$ cat src/rtl/axi_lite_cmd_master.sv
// axi_lite_cmd_master: turns single request/response commands into one AXI-Lite write or read at a time
// and reports response code, read data and saturating latency.
module axi_lite_cmd_master #(
  parameter int ADDR_WIDTH = 4,
  parameter int DATA_WIDTH = 32,
  parameter int LAT_WIDTH  = 16
) (
  input  logic                  clk,
  input  logic                  resetn,
  input  logic                  cmd_valid,
  output logic                  cmd_ready,
  input  logic                  cmd_write,
  input  logic [ADDR_WIDTH-1:0] cmd_addr,
  input  logic [DATA_WIDTH-1:0] cmd_wdata,
  output logic                  rsp_valid,
  input  logic                  rsp_ready,
  output logic                  rsp_write,
  output logic [1:0]            rsp_resp,
  output logic [DATA_WIDTH-1:0] rsp_rdata,
  output logic [LAT_WIDTH-1:0]  rsp_latency,
  output logic [ADDR_WIDTH-1:0] AWADDR,
  output logic                  AWVALID,
  input  logic                  AWREADY,
  output logic [DATA_WIDTH-1:0] WDATA,
  output logic                  WVALID,
  input  logic                  WREADY,
  input  logic [1:0]            BRESP,
  input  logic                  BVALID,
  output logic                  BREADY,
  output logic [ADDR_WIDTH-1:0] ARADDR,
  output logic                  ARVALID,
  input  logic                  ARREADY,
  input  logic [DATA_WIDTH-1:0] RDATA,
  input  logic [1:0]            RRESP,
  input  logic                  RVALID,
  output logic                  RREADY
);
  typedef enum logic [2:0] {IDLE, WR_REQ, WR_RESP, RD_REQ, RD_RESP, RSP} state_t;
  state_t state_q, state_d;
  logic cmd_ready_q, cmd_ready_d, awvalid_q, awvalid_d, wvalid_q, wvalid_d, bready_q, bready_d;
  logic arvalid_q, arvalid_d, rready_q, rready_d, rsp_valid_q, rsp_valid_d, write_q, write_d;
  logic [ADDR_WIDTH-1:0] addr_q, addr_d;
  logic [DATA_WIDTH-1:0] wdata_q, wdata_d, rdata_q, rdata_d;
  logic [1:0] resp_q, resp_d;
  logic [LAT_WIDTH-1:0] lat_q, lat_d, rsp_lat_q, rsp_lat_d, lat_inc;
  always_ff @(posedge clk or negedge resetn) begin
    if (!resetn) begin
      state_q     <= IDLE;
      cmd_ready_q <= 1'b1;
      awvalid_q   <= 1'b0;
      wvalid_q    <= 1'b0;
      bready_q    <= 1'b0;
      arvalid_q   <= 1'b0;
      rready_q    <= 1'b0;
      rsp_valid_q <= 1'b0;
      write_q     <= 1'b0;
      addr_q      <= '0;
      wdata_q     <= '0;
      rdata_q     <= '0;
      resp_q      <= '0;
      lat_q       <= '0;
      rsp_lat_q   <= '0;
    end else begin
      state_q     <= state_d;
      cmd_ready_q <= cmd_ready_d;
      awvalid_q   <= awvalid_d;
      wvalid_q    <= wvalid_d;
      bready_q    <= bready_d;
      arvalid_q   <= arvalid_d;
      rready_q    <= rready_d;
      rsp_valid_q <= rsp_valid_d;
      write_q     <= write_d;
      addr_q      <= addr_d;
      wdata_q     <= wdata_d;
      rdata_q     <= rdata_d;
      resp_q      <= resp_d;
      lat_q       <= lat_d;
      rsp_lat_q   <= rsp_lat_d;
    end
  end
  // latency value that counts the current edge, pinned at all-ones
  assign lat_inc = (&lat_q) ? lat_q : lat_q + 1'b1;
  always_comb begin
    state_d     = state_q;
    cmd_ready_d = cmd_ready_q;
    awvalid_d   = awvalid_q;
    wvalid_d    = wvalid_q;
    bready_d    = bready_q;
    arvalid_d   = arvalid_q;
    rready_d    = rready_q;
    rsp_valid_d = rsp_valid_q;
    write_d     = write_q;
    addr_d      = addr_q;
    wdata_d     = wdata_q;
    rdata_d     = rdata_q;
    resp_d      = resp_q;
    lat_d       = lat_q;
    rsp_lat_d   = rsp_lat_q;
    unique case (state_q)
      IDLE: if (cmd_valid && cmd_ready_q) begin
        state_d     = cmd_write ? WR_REQ : RD_REQ;
        cmd_ready_d = 1'b0;
        awvalid_d   = cmd_write;
        wvalid_d    = cmd_write;
        arvalid_d   = !cmd_write;
        write_d     = cmd_write;
        addr_d      = cmd_addr;
        wdata_d     = cmd_wdata;
        lat_d       = '0;
      end
      WR_REQ: begin
        lat_d     = lat_inc;
        awvalid_d = awvalid_q && !AWREADY;
        wvalid_d  = wvalid_q && !WREADY;
        // a dropped valid doubles as that channel's done flag
        if (!awvalid_d && !wvalid_d) begin
          state_d  = WR_RESP;
          bready_d = 1'b1;
        end
      end
      WR_RESP: begin
        lat_d = lat_inc;
        if (BVALID && bready_q) begin
          state_d     = RSP;
          bready_d    = 1'b0;
          resp_d      = BRESP;
          rdata_d     = '0;
          rsp_lat_d   = lat_inc;
          rsp_valid_d = 1'b1;
        end
      end
      RD_REQ: begin
        lat_d = lat_inc;
        if (ARREADY) begin
          state_d   = RD_RESP;
          arvalid_d = 1'b0;
          rready_d  = 1'b1;
        end
      end
      RD_RESP: begin
        lat_d = lat_inc;
        if (RVALID && rready_q) begin
          state_d     = RSP;
          rready_d    = 1'b0;
          resp_d      = RRESP;
          rdata_d     = RDATA;
          rsp_lat_d   = lat_inc;
          rsp_valid_d = 1'b1;
        end
      end
      RSP: if (rsp_ready) begin
        state_d     = IDLE;
        rsp_valid_d = 1'b0;
        cmd_ready_d = 1'b1;
      end
      default: state_d = IDLE;
    endcase
  end
  assign cmd_ready   = cmd_ready_q;
  assign rsp_valid   = rsp_valid_q;
  assign rsp_write   = write_q;
  assign rsp_resp    = resp_q;
  assign rsp_rdata   = rdata_q;
  assign rsp_latency = rsp_lat_q;
  assign AWADDR      = addr_q;
  assign ARADDR      = addr_q;
  assign AWVALID     = awvalid_q;
  assign WDATA       = wdata_q;
  assign WVALID      = wvalid_q;
  assign BREADY      = bready_q;
  assign ARVALID     = arvalid_q;
  assign RREADY      = rready_q;
endmodule

$ cat config.mk
export PLATFORM = sky130hd
export DESIGN_NAME = axi_lite_cmd_master
export DESIGN_NICKNAME = d
export VERILOG_FILES = /design/src/rtl/axi_lite_cmd_master.sv
export SDC_FILE = /design/constraint.sdc
export NUM_CORES = 1
export LEC_CHECK = 0
export ABC_AREA = 1
export CAP_MARGIN = 20
export CORE_MARGIN = 3
export CORE_UTILIZATION = 25
export CTS_BUF_LIST = sky130_fd_sc_hd__clkbuf_16
export CTS_CLUSTER_SIZE = 24
export DETAILED_ROUTE_END_ITERATION = 16
export HOLD_SLACK_MARGIN = 0.08
export PLACE_DENSITY = 0.46
export SLEW_MARGIN = 30
export SYNTH_ARGS = -nofsm -noshare
export SYNTH_HDL_FRONTEND = slang
export SYNTH_SLANG_ARGS = --single-unit
$ cat constraint.sdc
create_clock -name clk -period 1.98 [get_ports clk]
set_input_delay 0.297 -clock clk [delete_from_list [all_inputs] [get_ports clk]]
set_output_delay 0.297 -clock clk [all_outputs]
set_load 0.02 [all_outputs]
[Word-level counts from Yosys, hierarchy flattened]
Index checks and enable logic that the tools add are counted.
Operators by class
  $add $sub $neg: 1
  eq/ne operators: 11
  mux-type cells: 39
  reduce and logical (&&, ||, !) cells: 32
Operators with widths (number)
  2-to-1 mux 16 bit: 4
  2-to-1 mux 32 bit: 2
  case mux 16 bit (2 select lines): 2
  case mux 32 bit (2 select lines): 1
  2-to-1 mux 3 bit: 6
  case mux 3 bit (6 select lines): 1
  adder 16 x 1 -> 16 bit, second input constant: 1
  AND reduction 16 bit: 1
  AND reduction 3 bit: 5
  nonzero test 2 bit: 7
  2-to-1 mux 1 bit: 12
  inequality test 2 bit, second input constant: 6
  case mux 1 bit (2 select lines): 6
  == test 3 x 2 -> 1 bit, second input constant: 2
  == test 3 bit, second input constant: 2
  logical AND 1 bit: 6
  2-to-1 mux 2 bit: 3
  AND reduction 2 bit: 3
  AND reduction 6 bit: 1
  logical NOT 1 bit: 5
  case mux 2 bit (2 select lines): 1
  AND reduction 4 bit: 1
  OR reduction 4 bit: 1
  == test 3 x 1 -> 1 bit, second input constant: 1
  other kinds (3): 3
Storage, ports and cells
  register bits: 113
  bits of input ports: 82
  output and inout port bits: 98
  logic and storage cells: 98

[Logic depth before layout (Yosys ltp)]
Gate-level depths: netlist of the first run.
  depth in word-level cells: 6
  gate-level depth with buffers: 11
  depth with buffers taken out: 10

[Worst setup path before layout of the first run]
Ideal clock, no wire load.
  path kind: register -> register
  start point: reg lat_q[0]
  end point: reg lat_q[12]
  library setup time: 0.118 ns
  arrival time: 1.391 ns
  required time: 1.862 ns
  setup slack: 0.471 ns
  stages on the path, launching flop included: 9
  path buffers: 0
  period minus slack after synthesis: 1.509 ns
  cell sequence: dfrtp_1 ha_1 nand3_1 inv_1 nand2_1 nor2_1 or2_2 nand3_1 nand2_1
Between the ends
  cells in the longest elaborated chain, start to end: 3
  elaborated cells between the ends (all ways): 4
  those cells by class: 1 x add/sub; 2 x mux; 1 x reduce/logical
Ends and longest elaborated chain
  start: declaration: line 45  | logic [LAT_WIDTH-1:0] lat_q, lat_d, rsp_lat_q, rsp_lat_d, lat_inc;
  start signal: assignment: line 77  | lat_q <= lat_d;
  adder 16 x 1 -> 16 bit or AND reduction 16 bit (tied branches): line 82  | assign lat_inc = (&lat_q) ? lat_q : lat_q + 1'b1;
  2-to-1 mux 16 bit *: line 82
  case mux 16 bit (2 select lines) *: line 99  | unique case (state_q)
Every way passes the cells marked *; elsewhere a longest branch is shown, timed or not.
A chain may end at the register's enable or synchronous reset.

[Final worst setup path of the first run]
  start point: reg cmd_ready_q (netlist: cmd_ready)
  end point: out cmd_ready
RTL lines
  start: declaration: line 40  | logic cmd_ready_q, cmd_ready_d, awvalid_q, awvalid_d, wvalid_q, wvalid_d, bready_q, bready_d;
  start signal: assignment: line 65  | cmd_ready_q <= cmd_ready_d;
  end: declaration: line 11  | output logic cmd_ready,
No word-level cell between the ends.

==> flow_summary.json, run 1 <==
{
  "outcome": "completed",
  "worstPathMaxFanout": 3,
  "path_buf_inv": 1,
  "syn_avg_cell_area_sq_um": 8.05,
  "p_per_area_mw_per_mm2": 1630,
  "die_area_sq_mm": 0.0222,
  "grt_usage_pct": 14.0,
  "final_antenna_net_count": 0,
  "synthesis.area_sq_mm": 0.00510,
  "grt-ovfl-total": 0,
  "clock_sinks": 113,
  "synth_nets": 717,
  "fillers": 1992,
  "viasPerCell": 4.24,
  "final_util_pct": 39.4,
  "place_hpwl_mm": 10.9,
  "critPathKind": "register to primary output",
  "synth_compound_area_share_pct": 2.75,
  "crit_family": "buffers and inverters",
  "drv_cap": 0,
  "drt-pass1-iter-count": 6,
  "slowest_stage": "clkdlybuf4s50_1",
  "end_kind": "primary output",
  "fp.dieH_um": 149,
  "grt_pass1_vias": 4874,
  "wl_per_cell_um": 13.7,
  "syn-instance-count": 634,
  "synthToLayoutAreaGrowth_pct": 52.9,
  "rsz0062_at_grt": "false",
  "worst_slew_pin_slew_ps": 476,
  "drt_wl_total_mm": 15.0,
  "ios": 180,
  "gp_congestion": 0.803,
  "rows": 51,
  "clkTransAtPathRegs_ps": 60,
  "die_w_um": 149,
  "layout_min_cycle_time_ps": 1870,
  "clock.fmax_mhz": 534,
  "slew_headroom_pct": 68.3,
  "critical_path.cell_chain": "clkdlybuf4s50_1",
  "cts_made_buffers": 17,
  "arrival_ps": 1570,
  "mostFrequentLayoutCells": "nand2_1, clkdlybuf4s50_1, dfrtp_1",
  "htree_levels": 4,
  "start_kind": "register",
  "leakage_uw": 0.00382,
  "cts_post_setup_buffers_inserted": 0,
  "yosys.area_share.adder_pct": 0.245,
  "ys_types": 29,
  "hold_viol": 0,
  "first_iter_violations": 181,
  "period_share_pct": 94.5,
  "drv_slew": 0,
  "final_common_cell": "nand2_1",
  "worst-endpoint-required_ps": 1680,
  "synth_simple_gate_area_share_pct": 35.2,
  "final_nets": 902,
  "grt_max_degree": 42,
  "antenna_cells": 0,
  "coreArea_sq_mm": 0.0198,
  "synthMuxAreaShare_pct": 0,
  "finClkSkew_ps": 8.29,
  "fin_tns_setup_ps": 0,
  "insertion_delay_ps": 420,
  "initial_core_util_pct": 25.8,
  "vias": 4656,
  "cts-root-buf": "clkbuf_16",
  "portBuffers": 179,
  "grt_pass1_wl_mm": 24.8,
  "yosysWarnings": 0,
  "peakVddDrop_v": 0.000693,
  "critPathMaxStageDelay_ps": 620,
  "hold_ws_ps": 370,
  "cts_tree": "built",
  "drc": 0,
  "yosysSeqAreaShare_pct": 55.4,
  "drive_gt1_share_pct": 7.93,
  "antenna_found_initial": 0,
  "synth_xor_area_share_pct": 0.343,
  "synth_top_family_by_area": "simple AND/OR/NAND/NOR gates",
  "cts_buffer_depth": 2,
  "yosys_register_bits": 113,
  "finalSetupViolations": 0,
  "worstHoldPathType": "input port to asynchronous set/reset pin"
}
[cell families after synthesis]
| group | Yosys count |
|---|---|
| fa+ha+maj | 1 |
| flops | 113 |
| simple gates | 431 |
| buf+inv | 61 |
| compound gates | 26 |
| xor+xnor | 2 |
[sequential cells by signal, summed over array words and instances (netlist names), 2 cells and up]
signal       flops
lat_q           16
state_q          3
WDATA           32
ARADDR           4
rsp_resp         2
rsp_rdata       32
rsp_latency     16
[stage by stage]
stage | setup WS [ps] | cells | total power [uW] | instance area (sq um)
floorplan | 471 | 634 | 7170 | 5100
CTS | 73.0 | 1097 | 12900 | 7800
global route | 21.0 | 1097 | 13700 | 7800
global placement | 255 | 1064 | 9660 | 7200
detailed placement | 206 | 1064 | 9750 | 7200
finish | 108 | 1097 | 12700 | 7800
[final timing paths]
check,cells after the start,slack (ps),from,endpoint
worst min register to register,2,470,WDATA[15],WDATA[15]
min in group clk,3,410,cmd_wdata[27],WDATA[27]
max in group asynchronous,3,970,resetn,cmd_ready
worst min-delay path,2,370,resetn,ARADDR[2]
worst max register to register,10,230,state_q[2],rsp_resp[0]
worst max-delay path,1,110,cmd_ready,cmd_ready
[final cells by class]
| class | count | area, sq um | area share [%] |
|---|---|---|---|
| inverter | 35 | 136 | 1.75 |
| sequential | 113 | 2830 | 36.3 |
| clock buffer | 17 | 425 | 5.45 |
| clock inverter | 15 | 156 | 2.00 |
| tap | 265 | 332 | 4.25 |
| timing repair buffer | 192 | 1950 | 25.0 |
| multi-input combinational | 460 | 1970 | 25.3 |
[worst register-to-register path, stage by stage (launching register included)]
cell and delay (ps):
dfrtp_1 420, inv_1 130, nand2_2 90, nor2_1 160, nand2_1 150, nand2_4 150, nor2_8 50, inv_4 220
buf_12 190, nand2_1 60, nand2_1 70
[per-layer routing]
| layer | GRT usage [%] | routed length [um] |
|---|---|---|
| met4 | 4.44 | 221 |
| met3 | 5.74 | 1290 |
| met5 | 0 | 0 |
| met1 | 18.1 | 6930 |
| met2 | 21.6 | 6600 |
[repair_timing]
action	in CTS	in global routing
resized for setup	0	1
hold buffers	1	0
endpoints found under the setup margin	0	5
endpoints found under the hold margin	31	0
[where the power goes]
part	leakage, uW	total, uW	switching, uW	internal, uW
combinational	0.00208	5780	3340	2440
clock	0.000275	3040	1180	1860
sequential	0.00147	3860	623	3240
total	0.00382	12700	5150	7540
[cells in the mapped netlist, drive strengths merged]
| master | instances | area [sq um] |
|---|---|---|
| a21oi | 2 | 10.0 |
| buf | 21 | 154 |
| clkbuf | 5 | 18.8 |
| dfrtp | 112 | 2800 |
| dfstp | 1 | 26.3 |
| ha | 1 | 12.5 |
| inv | 35 | 136 |
| nand2 | 331 | 1260 |
| nand3 | 62 | 315 |
| nand3b | 2 | 15.0 |
| nand4 | 4 | 31.3 |
| nor2 | 27 | 140 |
| o211ai | 2 | 15.0 |
| o21ai | 20 | 100 |
| o31ai | 2 | 15.0 |
| or2 | 5 | 31.3 |
| xor2 | 2 | 17.5 |
No activity file was read; power rests on OpenSTA's default activity.
==> inputs of run 2 (changes only) <==
Clock period 1.98 ns to 2.2 ns, I/O delays scaled along.
==> run 2 against run 1 <==
  * Die area unchanged
  * Final cell count decreased by 0.18%
  * Largest cell class unchanged
  * Total power decreased by 13%
  * Non-clock buffer count decreased by 2
  * Count of clock-buffer cells in the layout unchanged
  * Clock power decreased by 18%
  * Worst hold slack improved by 44 ps
==> flow_summary.json, run 2 (synthesized netlist as in run 1, its figures left out) <==
{
  "outcome": "completed",
  "fin_tns_setup_ps": 0,
  "final_antenna_net_count": 0,
  "antenna_found_initial": 0,
  "layout_min_cycle_time_ps": 1910,
  "worstHoldPathType": "input port to asynchronous set/reset pin",
  "drive_gt1_share_pct": 7.23,
  "slowest_stage": "clkdlybuf4s50_1",
  "crit_family": "buffers and inverters",
  "grt_pass1_wl_mm": 24.2,
  "htree_levels": 4,
  "end_kind": "primary output",
  "critPathMaxStageDelay_ps": 610,
  "portBuffers": 179,
  "final_common_cell": "nand2_1",
  "drt_wl_total_mm": 14.9,
  "grt-busiest-layer": "met2",
  "post_cts_resized": 0,
  "critPathKind": "register to primary output",
  "seqPwrFrac_pct": 31.3,
  "first_iter_violations": 152,
  "leakage_uw": 0.00380,
  "mostFrequentLayoutCells": "nand2_1, clkdlybuf4s50_1, dfrtp_1",
  "fp.dieH_um": 149,
  "p_switching_uw": 4520,
  "cts_tree": "built",
  "rsz0062_at_grt": "false",
  "finalSetupViolations": 0,
  "rows": 51,
  "period_share_pct": 86.7,
  "power_uw": 11100,
  "drt-pass1-iter-count": 4,
  "arrival_ps": 1580,
  "grt_pass1_vias": 4632,
  "worst-endpoint-required_ps": 1870,
  "coreArea_sq_mm": 0.0198,
  "finClkSkew_ps": 8.16,
  "viasPerCell": 4.20,
  "sw_frac_of_total_pct": 40.8,
  "initial_core_util_pct": 25.8,
  "grt_usage_pct": 13.6,
  "place_hpwl_mm": 10.7,
  "worst_slew_pin_slew_ps": 552,
  "drv_cap": 0,
  "drv_slew": 0,
  "met1_usage_pct": 17.9,
  "wl_per_cell_um": 13.6,
  "p_comb_share_pct": 46.1,
  "hold_ws_ps": 414,
  "intPower_uw": 6560,
  "p_per_area_mw_per_mm2": 1440,
  "final_nets": 900,
  "worstPathMaxFanout": 3,
  "start_kind": "register",
  "die_area_sq_mm": 0.0222,
  "gp_congestion": 0.755,
  "ios": 180,
  "clock.fmax_mhz": 524,
  "antenna_cells": 0,
  "critical_path.cell_chain": "clkdlybuf4s50_1",
  "grt_max_degree": 54,
  "use_met2_pct": 20.5,
  "final_util_pct": 39.0,
  "peakVddDrop_v": 0.000681,
  "clkTransAtPathRegs_ps": 60,
  "drc": 0,
  "hold_viol": 0,
  "cts_buffer_depth": 2,
  "synthToLayoutAreaGrowth_pct": 51.0,
  "slew_headroom_pct": 63.2,
  "vias": 4600,
  "path_buf_inv": 1,
  "die_w_um": 149,
  "insertion_delay_ps": 410,
  "cts-root-buf": "clkbuf_16",
  "r2r_setup_slack_ps": 370,
  "use_met3_pct": 5.62,
  "cts_made_buffers": 17,
  "p_clk_share_pct": 22.5,
  "clock_sinks": 113,
  "grt-ovfl-total": 0
}
-- run 2: cell count changes in the layout (fill, tap and decap cells not counted), sizes merged --
cell	before	now
buf	13	11
bufinv	2	1
clkinv	4	8
clkinvlp	4	2
inv	40	39
-- run 2: final timing paths --
path	from	end	depth (start not counted)
min in group clk	cmd_wdata[4]	WDATA[4]	3
worst min register to register	rsp_rdata[21]	rsp_rdata[21]	2
worst min-delay path	resetn	ARADDR[2]	2
worst max-delay path	cmd_ready	cmd_ready	1
max in group asynchronous	resetn	cmd_ready	3
worst max register to register	lat_q[1]	rsp_latency[1]	9
-- run 2: per-layer routing --
| layer | part of all wire [%] | vias to the layer above |
|---|---|---|
| li1 | - | 2337 |
| met4 | 1.3 | 0 |
| met3 | 8.5 | 14 |
| met5 | 0 | - |
| met1 | 46 | 2101 |
| met2 | 44 | 148 |
-- run 2: area by class of cell --
class	instances	area, sq um
clock buffers	17	425
fillers	2048	12100
clock inverters	15	106
well taps	265	332
multi-input cells	460	1970
inverters	35	136
flip-flops and latches	113	2830
repair buffers	190	1910
-- run 2: worst reg2reg max path, delay by kind of cell (launching register included) --
| family | cells | cell delay, ps |
|---|---|---|
| buf+inv | 1 | 190 |
| flops | 1 | 410 |
| fa+ha+maj | 1 | 260 |
| simple gates | 7 | 930 |
-- run 2: timing repair --
| action | 4_1_cts | 5_1_grt |
|---|---|---|
| buffers inserted | 0 | 0 |
| hold buffers | 1 | 0 |
| hold endpoints to repair | 32 | 0 |
-- run 2: stage by stage --
| stage | cells | worst slack [ps] | instance area [sq um] |
|---|---|---|---|
| after CTS | 1095 | 268 | 7710 |
| after floorplan | 634 | 691 | 5100 |
| final | 1095 | 293 | 7710 |
| after global placement | 1062 | 296 | 7160 |
| after detailed placement | 1062 | 282 | 7160 |
| after global routing | 1095 | 129 | 7710 |
-- run 2: power groups by stage --
stage	Clock (uW)	Sequential, uW	Combinational [uW]
3_3_place_gp	0	3470	5170
3_5_place_dp	0	3480	5220
5_1_grt	2680	3590	5660
4_1_cts	2580	3480	5230
2_1_floorplan	0	4250	2200
6_report	2490	3470	5110
==> inputs of run 3 (changes only) <==
Settings changed: MAX_ROUTING_LAYER from default to met4.
==> run 3 against run 2 <==
  * Sequential power barely moved
  * First-iteration DRC count rose by 5.3%
  * Combinational power barely moved
  * Sequential share of layout area did not move
  * Clock skew barely moved
  * Critical path type unchanged
  * Highest routed layer unchanged
==> flow_summary.json, run 3 (synthesized netlist as in run 1, its figures left out) <==
{
  "first_iter_violations": 160,
  "cts_tree": "built",
  "coreArea_sq_mm": 0.0198,
  "slew_headroom_pct": 63.0,
  "final_antenna_net_count": 0,
  "crit_family": "buffers and inverters",
  "die_w_um": 149,
  "critPathMaxStageDelay_ps": 610,
  "hold_viol": 0,
  "antenna_found_initial": 0,
  "clock_sinks": 113,
  "register_area_sq_mm": 0.00283,
  "worst_slew_pin_slew_ps": 554,
  "post_cts_resized": 0,
  "finClkSkew_ps": 8.27,
  "mostFrequentLayoutCells": "nand2_1, clkdlybuf4s50_1, dfrtp_1",
  "met1_usage_pct": 18.2,
  "dp.cells": 1062,
  "clock.fmax_mhz": 526,
  "gp_congestion": 0.765,
  "critPathKind": "register to primary output",
  "final_util_pct": 39.0,
  "fin_tns_setup_ps": 0,
  "final_nets": 900,
  "viasPerCell": 4.18,
  "insertion_delay_ps": 410,
  "worst-endpoint-required_ps": 1870,
  "vias": 4579,
  "finalSetupViolations": 0,
  "path_buf_inv": 1,
  "worstPathMaxFanout": 3,
  "slowest_stage": "clkdlybuf4s50_1",
  "drt_wl_total_mm": 14.9,
  "post_dp_cell_area_sq_mm": 0.00716,
  "fillers": 2048,
  "place_hpwl_mm": 10.7,
  "portBuffers": 179,
  "grt_max_degree": 54,
  "rsz0062_at_grt": "false",
  "start_kind": "register",
  "leakage_uw": 0.00380,
  "end_kind": "primary output",
  "fin_area_sq_mm": 0.00771,
  "drc": 0,
  "grt_pass1_vias": 4651,
  "synthToLayoutAreaGrowth_pct": 51.0,
  "multi_input_area_sq_mm": 0.00197,
  "die_area_sq_mm": 0.0222,
  "cts_post_setup_buffers_inserted": 0,
  "cts_buffer_depth": 2,
  "ios": 180,
  "critical_path.cell_chain": "clkdlybuf4s50_1",
  "grt_usage_pct": 14.0,
  "clkTransAtPathRegs_ps": 60,
  "postCtsHoldBufs": 1,
  "wl_per_cell_um": 13.6,
  "antenna_cells": 0,
  "use_met3_pct": 4.86,
  "peakVddDrop_v": 0.000682,
  "grt-busiest-layer": "met2",
  "p_per_area_mw_per_mm2": 1440,
  "outcome": "completed",
  "drt-pass1-iter-count": 4,
  "cts-root-buf": "clkbuf_16",
  "cts_made_buffers": 17,
  "htree_levels": 4,
  "drive_gt1_share_pct": 7.23,
  "use_met2_pct": 20.6,
  "drv_cap": 0,
  "initial_core_util_pct": 25.8,
  "drv_slew": 0,
  "final_cells": 1095,
  "worstHoldPathType": "input port to asynchronous set/reset pin",
  "final_common_cell": "nand2_1",
  "rows": 51,
  "grt-ovfl-total": 0,
  "fp.dieH_um": 149,
  "arrival_ps": 1570,
  "grt_pass1_wl_mm": 24.1,
  "layout_min_cycle_time_ps": 1900,
  "period_share_pct": 86.3,
  "hold_ws_ps": 411
}
==> run 3: cell counts in the layout (fill, tap and decap cells not counted) <==
No cell type changed its count.
==> run 3: final timing paths <==
check                         startpoint        endpoint  slack (ps)  cells after the start
min                               resetn       ARADDR[2]         410                      2
min reg2reg                rsp_rdata[10]   rsp_rdata[10]         470                      2
max in group asynchronous         resetn       cmd_ready        1080                      3
max                            cmd_ready       cmd_ready         300                      1
max reg2reg                   state_q[2]  rsp_latency[5]         370                      8
min in group clk            cmd_wdata[4]        WDATA[4]         450                      3
==> run 3: metrics by stage <==
stage | total power [uW] | worst slack (ps)
global placement | 8640 | 296
global route | 11900 | 131
CTS | 11300 | 268
floorplan | 6450 | 691
detailed placement | 8700 | 282
finish | 11100 | 301
==> run 3: metal layers <==
metal	part of all wire, %	vias up
met5	0	-
met4	1.2	0
met3	7.2	13
met2	44	141
met1	48	2089
li1	-	2336
==> run 3: area by class of cell <==
cell class	instances	share of cell area, %
Sequential cell	113	36.7
Multi-Input combinational cell	460	25.5
Timing Repair Buffer	190	24.8
Clock buffer	17	5.52
Tap cell	265	4.30
Inverter	35	1.77
Clock inverter	15	1.38
==> run 3: power breakdown <==
part,leakage (uW),total (uW),switching (uW),internal [uW]
clock,0.000275,2500,976,1520
combinational,0.00206,5120,2990,2120
sequential,0.00147,3470,556,2920
total,0.00380,11100,4530,6560
